**config.mk**
```make
export PLATFORM = sky130hd
export DESIGN_NAME = multi_reg_adjuster
export DESIGN_NICKNAME = d
export VERILOG_FILES = /design/src/rtl/reg_adj_pkg.sv /design/src/rtl/hold_repeat_fsm.sv /design/src/rtl/multi_reg_adjuster.sv
export SDC_FILE = /design/constraint.sdc
export NUM_CORES = 1
export LEC_CHECK = 0
export BUFFER_PORTS_ARGS = -buffer_cell sky130_fd_sc_hd__buf_4
export CORE_UTILIZATION = 40
export CTS_CLUSTER_DIAMETER = 50
export CTS_CLUSTER_SIZE = 20
export DETAILED_ROUTE_END_ITERATION = 8
export GPL_TIMING_DRIVEN = 0
export SLEW_MARGIN = 20
export SYNTH_ARGS = -nofsm -noshare
export SYNTH_HDL_FRONTEND = slang
export SYNTH_SLANG_ARGS = --single-unit
export TNS_END_PERCENT = 30
```
**constraint.sdc**
```tcl
create_clock -name clk -period 10.1 [get_ports clk]
set_input_delay 0.505 -clock clk [delete_from_list [all_inputs] [get_ports clk]]
set_output_delay 0.505 -clock clk [all_outputs]
set_load 0.1 [all_outputs]
```
**src/rtl/reg_adj_pkg.sv**
```systemverilog
// Shared types and helpers for the multi-channel plus/minus register adjuster.
package reg_adj_pkg;

  typedef enum logic [1:0] {
    StIdle,
    StHold,
    StRepeat
  } fsm_state_e;

  typedef enum logic [1:0] {
    DirNone,
    DirUp,
    DirDown
  } dir_e;

  // Bits needed to index n items, never less than one.
  function automatic int unsigned clog2_min1(input int unsigned n);
    return (n <= 2) ? 1 : $clog2(n);
  endfunction

endpackage

```
**src/rtl/hold_repeat_fsm.sv**
```systemverilog
// Press/hold/auto-repeat timing: emits a one-cycle step at the press edge, after
// HOLD_DELAY cycles, then every REPEAT_PERIOD cycles while the same press persists.
module hold_repeat_fsm
  import reg_adj_pkg::*;
#(
  parameter int unsigned SEL_W         = 2,
  parameter int unsigned HOLD_DELAY    = 8,
  parameter int unsigned REPEAT_PERIOD = 4
) (
  input  logic             clk,
  input  logic             reset,
  input  dir_e             dir_i,
  input  logic [SEL_W-1:0] sel_i,
  output logic             step_o,
  output dir_e             step_dir_o
);

  localparam int unsigned MaxCount =
    (HOLD_DELAY > REPEAT_PERIOD) ? HOLD_DELAY : REPEAT_PERIOD;
  localparam int unsigned TimerW = clog2_min1(MaxCount);
  localparam logic [TimerW-1:0] HoldLoad   = TimerW'(HOLD_DELAY - 1);
  localparam logic [TimerW-1:0] RepeatLoad = TimerW'(REPEAT_PERIOD - 1);

  fsm_state_e        state_q, state_d;
  logic [TimerW-1:0] timer_q, timer_d;
  dir_e              dir_q, dir_d;
  logic [SEL_W-1:0]  sel_q, sel_d;

  // Next state, countdown and step pulse; dir/sel are latched at press start.
  always_comb begin
    state_d    = state_q;
    timer_d    = timer_q;
    dir_d      = dir_q;
    sel_d      = sel_q;
    step_o     = 1'b0;
    step_dir_o = dir_i;
    unique case (state_q)
      StIdle: begin
        if (dir_i != DirNone) begin
          step_o  = 1'b1;
          timer_d = HoldLoad;
          dir_d   = dir_i;
          sel_d   = sel_i;
          state_d = StHold;
        end
      end
      StHold, StRepeat: begin
        // Release or any change of the press aborts without stepping.
        if (dir_i == DirNone || dir_i != dir_q || sel_i != sel_q) begin
          state_d = StIdle;
          timer_d = '0;
        end else if (timer_q == '0) begin
          step_o  = 1'b1;
          timer_d = RepeatLoad;
          state_d = StRepeat;
        end else begin
          timer_d = timer_q - TimerW'(1);
        end
      end
      default: begin
        state_d = StIdle;
        timer_d = '0;
      end
    endcase
  end

  // State, timer and latched press registers.
  always_ff @(posedge clk) begin
    if (reset) begin
      state_q <= StIdle;
      timer_q <= '0;
      dir_q   <= DirNone;
      sel_q   <= '0;
    end else begin
      state_q <= state_d;
      timer_q <= timer_d;
      dir_q   <= dir_d;
      sel_q   <= sel_d;
    end
  end

endmodule

```
**src/rtl/multi_reg_adjuster.sv**
```systemverilog
// Bank of NUM_CH bounded registers; the channel addressed by sel is stepped from
// plus/minus button levels (with hold auto-repeat) or loaded directly.
module multi_reg_adjuster
  import reg_adj_pkg::*;
#(
  parameter int unsigned WIDTH         = 8,
  parameter int unsigned NUM_CH        = 4,
  parameter int unsigned MIN_VAL       = 0,
  parameter int unsigned MAX_VAL       = 16,
  parameter int unsigned RESET_VAL     = 0,
  parameter int unsigned STEP          = 1,
  parameter int unsigned WRAP          = 0,
  parameter int unsigned HOLD_DELAY    = 8,
  parameter int unsigned REPEAT_PERIOD = 4,
  localparam int unsigned SEL_W        = clog2_min1(NUM_CH)
) (
  input  logic                    clk,
  input  logic                    reset,
  input  logic                    minus,
  input  logic                    plus,
  input  logic [SEL_W-1:0]        sel,
  input  logic                    load,
  input  logic [WIDTH-1:0]        load_value,
  output logic [NUM_CH*WIDTH-1:0] values,
  output logic                    changed,
  output logic                    at_min,
  output logic                    at_max
);

  localparam logic [WIDTH-1:0] MinV  = WIDTH'(MIN_VAL);
  localparam logic [WIDTH-1:0] MaxV  = WIDTH'(MAX_VAL);
  localparam logic [WIDTH-1:0] RstV  = WIDTH'(RESET_VAL);
  localparam logic [WIDTH-1:0] StepV = WIDTH'(STEP);
  localparam logic [WIDTH:0]   MinW  = (WIDTH+1)'(MIN_VAL);
  localparam logic [WIDTH:0]   MaxW  = (WIDTH+1)'(MAX_VAL);
  localparam logic [WIDTH:0]   StepW = (WIDTH+1)'(STEP);
  localparam bit               DoWrap = (WRAP != 0);

  logic [NUM_CH-1:0][WIDTH-1:0] vals_q, vals_d;
  logic                         changed_q, changed_d;

  dir_e             dir;
  logic             step;
  dir_e             step_dir;
  logic             sel_ok;
  logic [SEL_W-1:0] sel_idx;
  logic [WIDTH-1:0] cur_val, up_val, down_val, load_clamped;
  logic [WIDTH:0]   sum;

  // Button levels to direction; both pressed counts as no press.
  always_comb begin
    dir = DirNone;
    if (plus && !minus) begin
      dir = DirUp;
    end else if (minus && !plus) begin
      dir = DirDown;
    end
  end

  hold_repeat_fsm #(
    .SEL_W        (SEL_W),
    .HOLD_DELAY   (HOLD_DELAY),
    .REPEAT_PERIOD(REPEAT_PERIOD)
  ) u_fsm (
    .clk       (clk),
    .reset     (reset),
    .dir_i     (dir),
    .sel_i     (sel),
    .step_o    (step),
    .step_dir_o(step_dir)
  );

  // Candidate values for the selected channel: stepped up/down and clamped load.
  always_comb begin
    sel_ok  = (32'(sel) < NUM_CH);
    sel_idx = sel_ok ? sel : '0;
    cur_val = vals_q[sel_idx];

    sum = {1'b0, cur_val} + StepW;
    if (sum > MaxW) begin
      up_val = DoWrap ? MinV : MaxV;
    end else begin
      up_val = sum[WIDTH-1:0];
    end

    if ({1'b0, cur_val} < MinW + StepW) begin
      down_val = DoWrap ? MaxV : MinV;
    end else begin
      down_val = cur_val - StepV;
    end

    if (load_value < MinV) begin
      load_clamped = MinV;
    end else if (load_value > MaxV) begin
      load_clamped = MaxV;
    end else begin
      load_clamped = load_value;
    end
  end

  // Register file update; load wins over a coincident step.
  always_comb begin
    vals_d = vals_q;
    if (sel_ok) begin
      if (load) begin
        vals_d[sel_idx] = load_clamped;
      end else if (step) begin
        vals_d[sel_idx] = (step_dir == DirUp) ? up_val : down_val;
      end
    end
    changed_d = (vals_d != vals_q);
  end

  // Register bank and change flag.
  always_ff @(posedge clk) begin
    if (reset) begin
      vals_q    <= {NUM_CH{RstV}};
      changed_q <= 1'b0;
    end else begin
      vals_q    <= vals_d;
      changed_q <= changed_d;
    end
  end

  assign values  = vals_q;
  assign changed = changed_q;
  assign at_min  = sel_ok && (cur_val == MinV);
  assign at_max  = sel_ok && (cur_val == MaxV);

endmodule

```
==> results.cfg <==
[global_routing]
met1_usage_pct = 40.66
grt_start_max_net_pins = 14
grt_util_met2_pct = 44.72
busiest_layer = met2
grt_pass1_wl_um = 19130
grt_pass1_vias = 3388
grt_overflow = 0
antenna_found_initial = 0
grt_usage_pct = 28.56
use_met3_pct = 3.865

[cts]
insertion_delay_ps = 310
cts_sinks = 42
cts_setup_buffers = 0
clock_tree.root_cell = clkbuf_8
cts-htree-levels = 2
cts_buffers = 5
clk_path_buf_depth = 2
cts_tree = yes
clkTransAtPathRegs_ps = 90
postCtsResizedCells = 0
cts-hold-fix-buffers = 0

[worst_setup_path]
path_class = in2reg
required_ps = 10260
crit_start = sel[1]
start_kind = input pin
worstSetupEndpointType = register
cp_data_arrival_time_ps = 4190
worstReg2RegStart = values[9]
critPathMaxFanout = 10

[yosys]
yosysMostFrequentCell = nor2_1
netlist_top_cells_area = dfxtp_1, nor2_1, nand2_1
avgSynthCellArea_um2 = 7.805
postSynth.asyncResetShare_pct = 0
syn-cell-area_mm2 = 0.003442
synth_seq_cells = 42
synth-edff-count = 0
synth_cells = 441
synth_seq_area_share_pct = 24.43
synthesis.nets = 467
synth_top_area_cell = dfxtp_1
ys_types = 67
yosysWarnings = 0
netlist_top_cells_count = nor2_1, nand2_1, dfxtp_1, clkbuf_1, a21oi_1
synth_top_area_share_pct = 24.43
yosys_most_used_dff = dfxtp_1

[pwr]
p_comb_share_pct = 38.5
p_per_area_mw_per_mm2 = 128.1
power_uw = 517.6
clkPwrFrac_pct = 26.2
p_sw_share_pct = 40.77
p_leak_uw = 0.001549
pwr-share-seq_pct = 35.3
p_int_uw = 306.6
p_switching_uw = 211.0
peakVddDrop_mv = 0.06731

[routing]
wirelength_um = 12340
vias = 3706
first_pass_iters = 5
drc = 0
wl_per_cell_um = 20.54
vias_per_cell = 6.166
antenna_left = 0
drtIter0Drc = 339

[timing]
rsz0062_at_grt = no
fin_tns_setup_ps = 0
finalHoldViolations = 0
finalClockSkew_ps = 9.037
setup_violations = 0
fmax_mhz = 247.7
fin_crit_sh_pct = 39.97
hold_slack_ps = 469.1
worst_slew_pin_slew_ps = 870.5
slew_violations = 0
max_slew_margin_pct = 41.62
period_minus_slack_ps = 4036

[floorplan]
ioPinCount = 50
core_mm2 = 0.008258
die_w_um = 94.77
fp-row-count = 33
die_y_um = 94.77
die_area_mm2 = 0.008980
initial_core_util_pct = 41.68

[status]
outcome = finished clean

[placement]
io_buffers = 47
gp_congestion = 0.9675
dpl_cell_area_mm2 = 0.003931
dp_hpwl_um = 9362

[final_layout]
fin_nets = 521
drive_above_1_share_pct = 18.35
post-route-util_pct = 48.94
antenna_cells = 0
syn_to_final_growth_pct = 17.41
final_area_mm2 = 0.004041

[hold_path]
hp-class = reg2reg
worstHoldStart = u_fsm.sel_q[1]

[job]
maxCapViolCount = 0
==> final cells by class <==
type / count / area, µm²
Sequential cell: 42 / 840.8
Timing Repair Buffer: 47 / 352.8
Multi-Input combinational cell: 351 / 2409
Tap cell: 105 / 131.4
Inverter: 20 / 75.07
Clock inverter: 2 / 37.54
Fill cell: 843 / 4217
Buffer: 28 / 122.6
Clock buffer: 6 / 72.57
==> state kept, by name (all words and copies together), names as in the netlist <==
register,flops
u_fsm.dir_q,2
u_fsm.state_q,2
changed,1
values,32
u_fsm.timer_q,3
u_fsm.sel_q,2
==> cell families after synthesis <==
| group | synth area share [%] |
|---|---|
| AO/OA/AOI/OAI | 23.81 |
| XOR/XNOR | 2.799 |
| adder cells (fa/ha/maj) | 3.998 |
| buffers and inverters | 5.743 |
| flip-flops | 24.43 |
| multiplexers | 12.32 |
| AND/OR/NAND/NOR | 26.90 |
==> path summary, 6_finish.rpt <==
check	endpoint	cells past startpoint	slack [ps]
setup / recovery	changed	15	6060
hold / removal	u_fsm.sel_q[1]	2	470
setup reg to reg	changed	13	6130
hold reg to reg	u_fsm.sel_q[1]	2	470
==> stage by stage <==
step | cells | setup WS (ps)
floorplan | 441 | 4956
global placement | 593 | 5843
global route | 601 | 5804
finish | 601 | 6064
CTS | 601 | 6147
detailed placement | 593 | 5841
==> cells in the final DEF (no fill, tap or decap), types with 11 or more instances in the layout <==
cell      instances
a21oi_1          21
a22oi_1          19
buf_4            47
clkbuf_1         23
dfxtp_1          42
ha_1             11
inv_1            20
mux2i_1          15
nand2_1          52
nand3_1          14
nor2_1           53
nor3_1           12
==> power groups by stage <==
stage          Combinational (µW)  Clock [µW]  Sequential (µW)
2_1_floorplan                 114           0              218
3_3_place_gp                  196           0              186
3_5_place_dp                  196           0              186
4_1_cts                       197         139              183
5_1_grt                       213         146              184
6_report                      199         135              183
==> worst max-delay path, stage by stage <==
cell       delay, ps
buf_4            130
buf_2            290
mux4_2           450
inv_1            120
ha_1             230
inv_1             90
o31a_1           290
a2111oi_0        460
a31oi_1          210
o31ai_2          470
mux2_2           390
nand2_1           60
nand4b_1         140
nor4_2           190
a41oi_1          160
==> layer usage <==
| layer | up-vias | wire length (µm) |
|---|---|---|
| met5 | - | 0 |
| met4 | 0 | 226 |
| met3 | 21 | 904 |
| met2 | 172 | 5709 |
| met1 | 1772 | 5502 |
| li1 | 1741 | - |
Note: power is estimated with default switching activity, not from simulation.
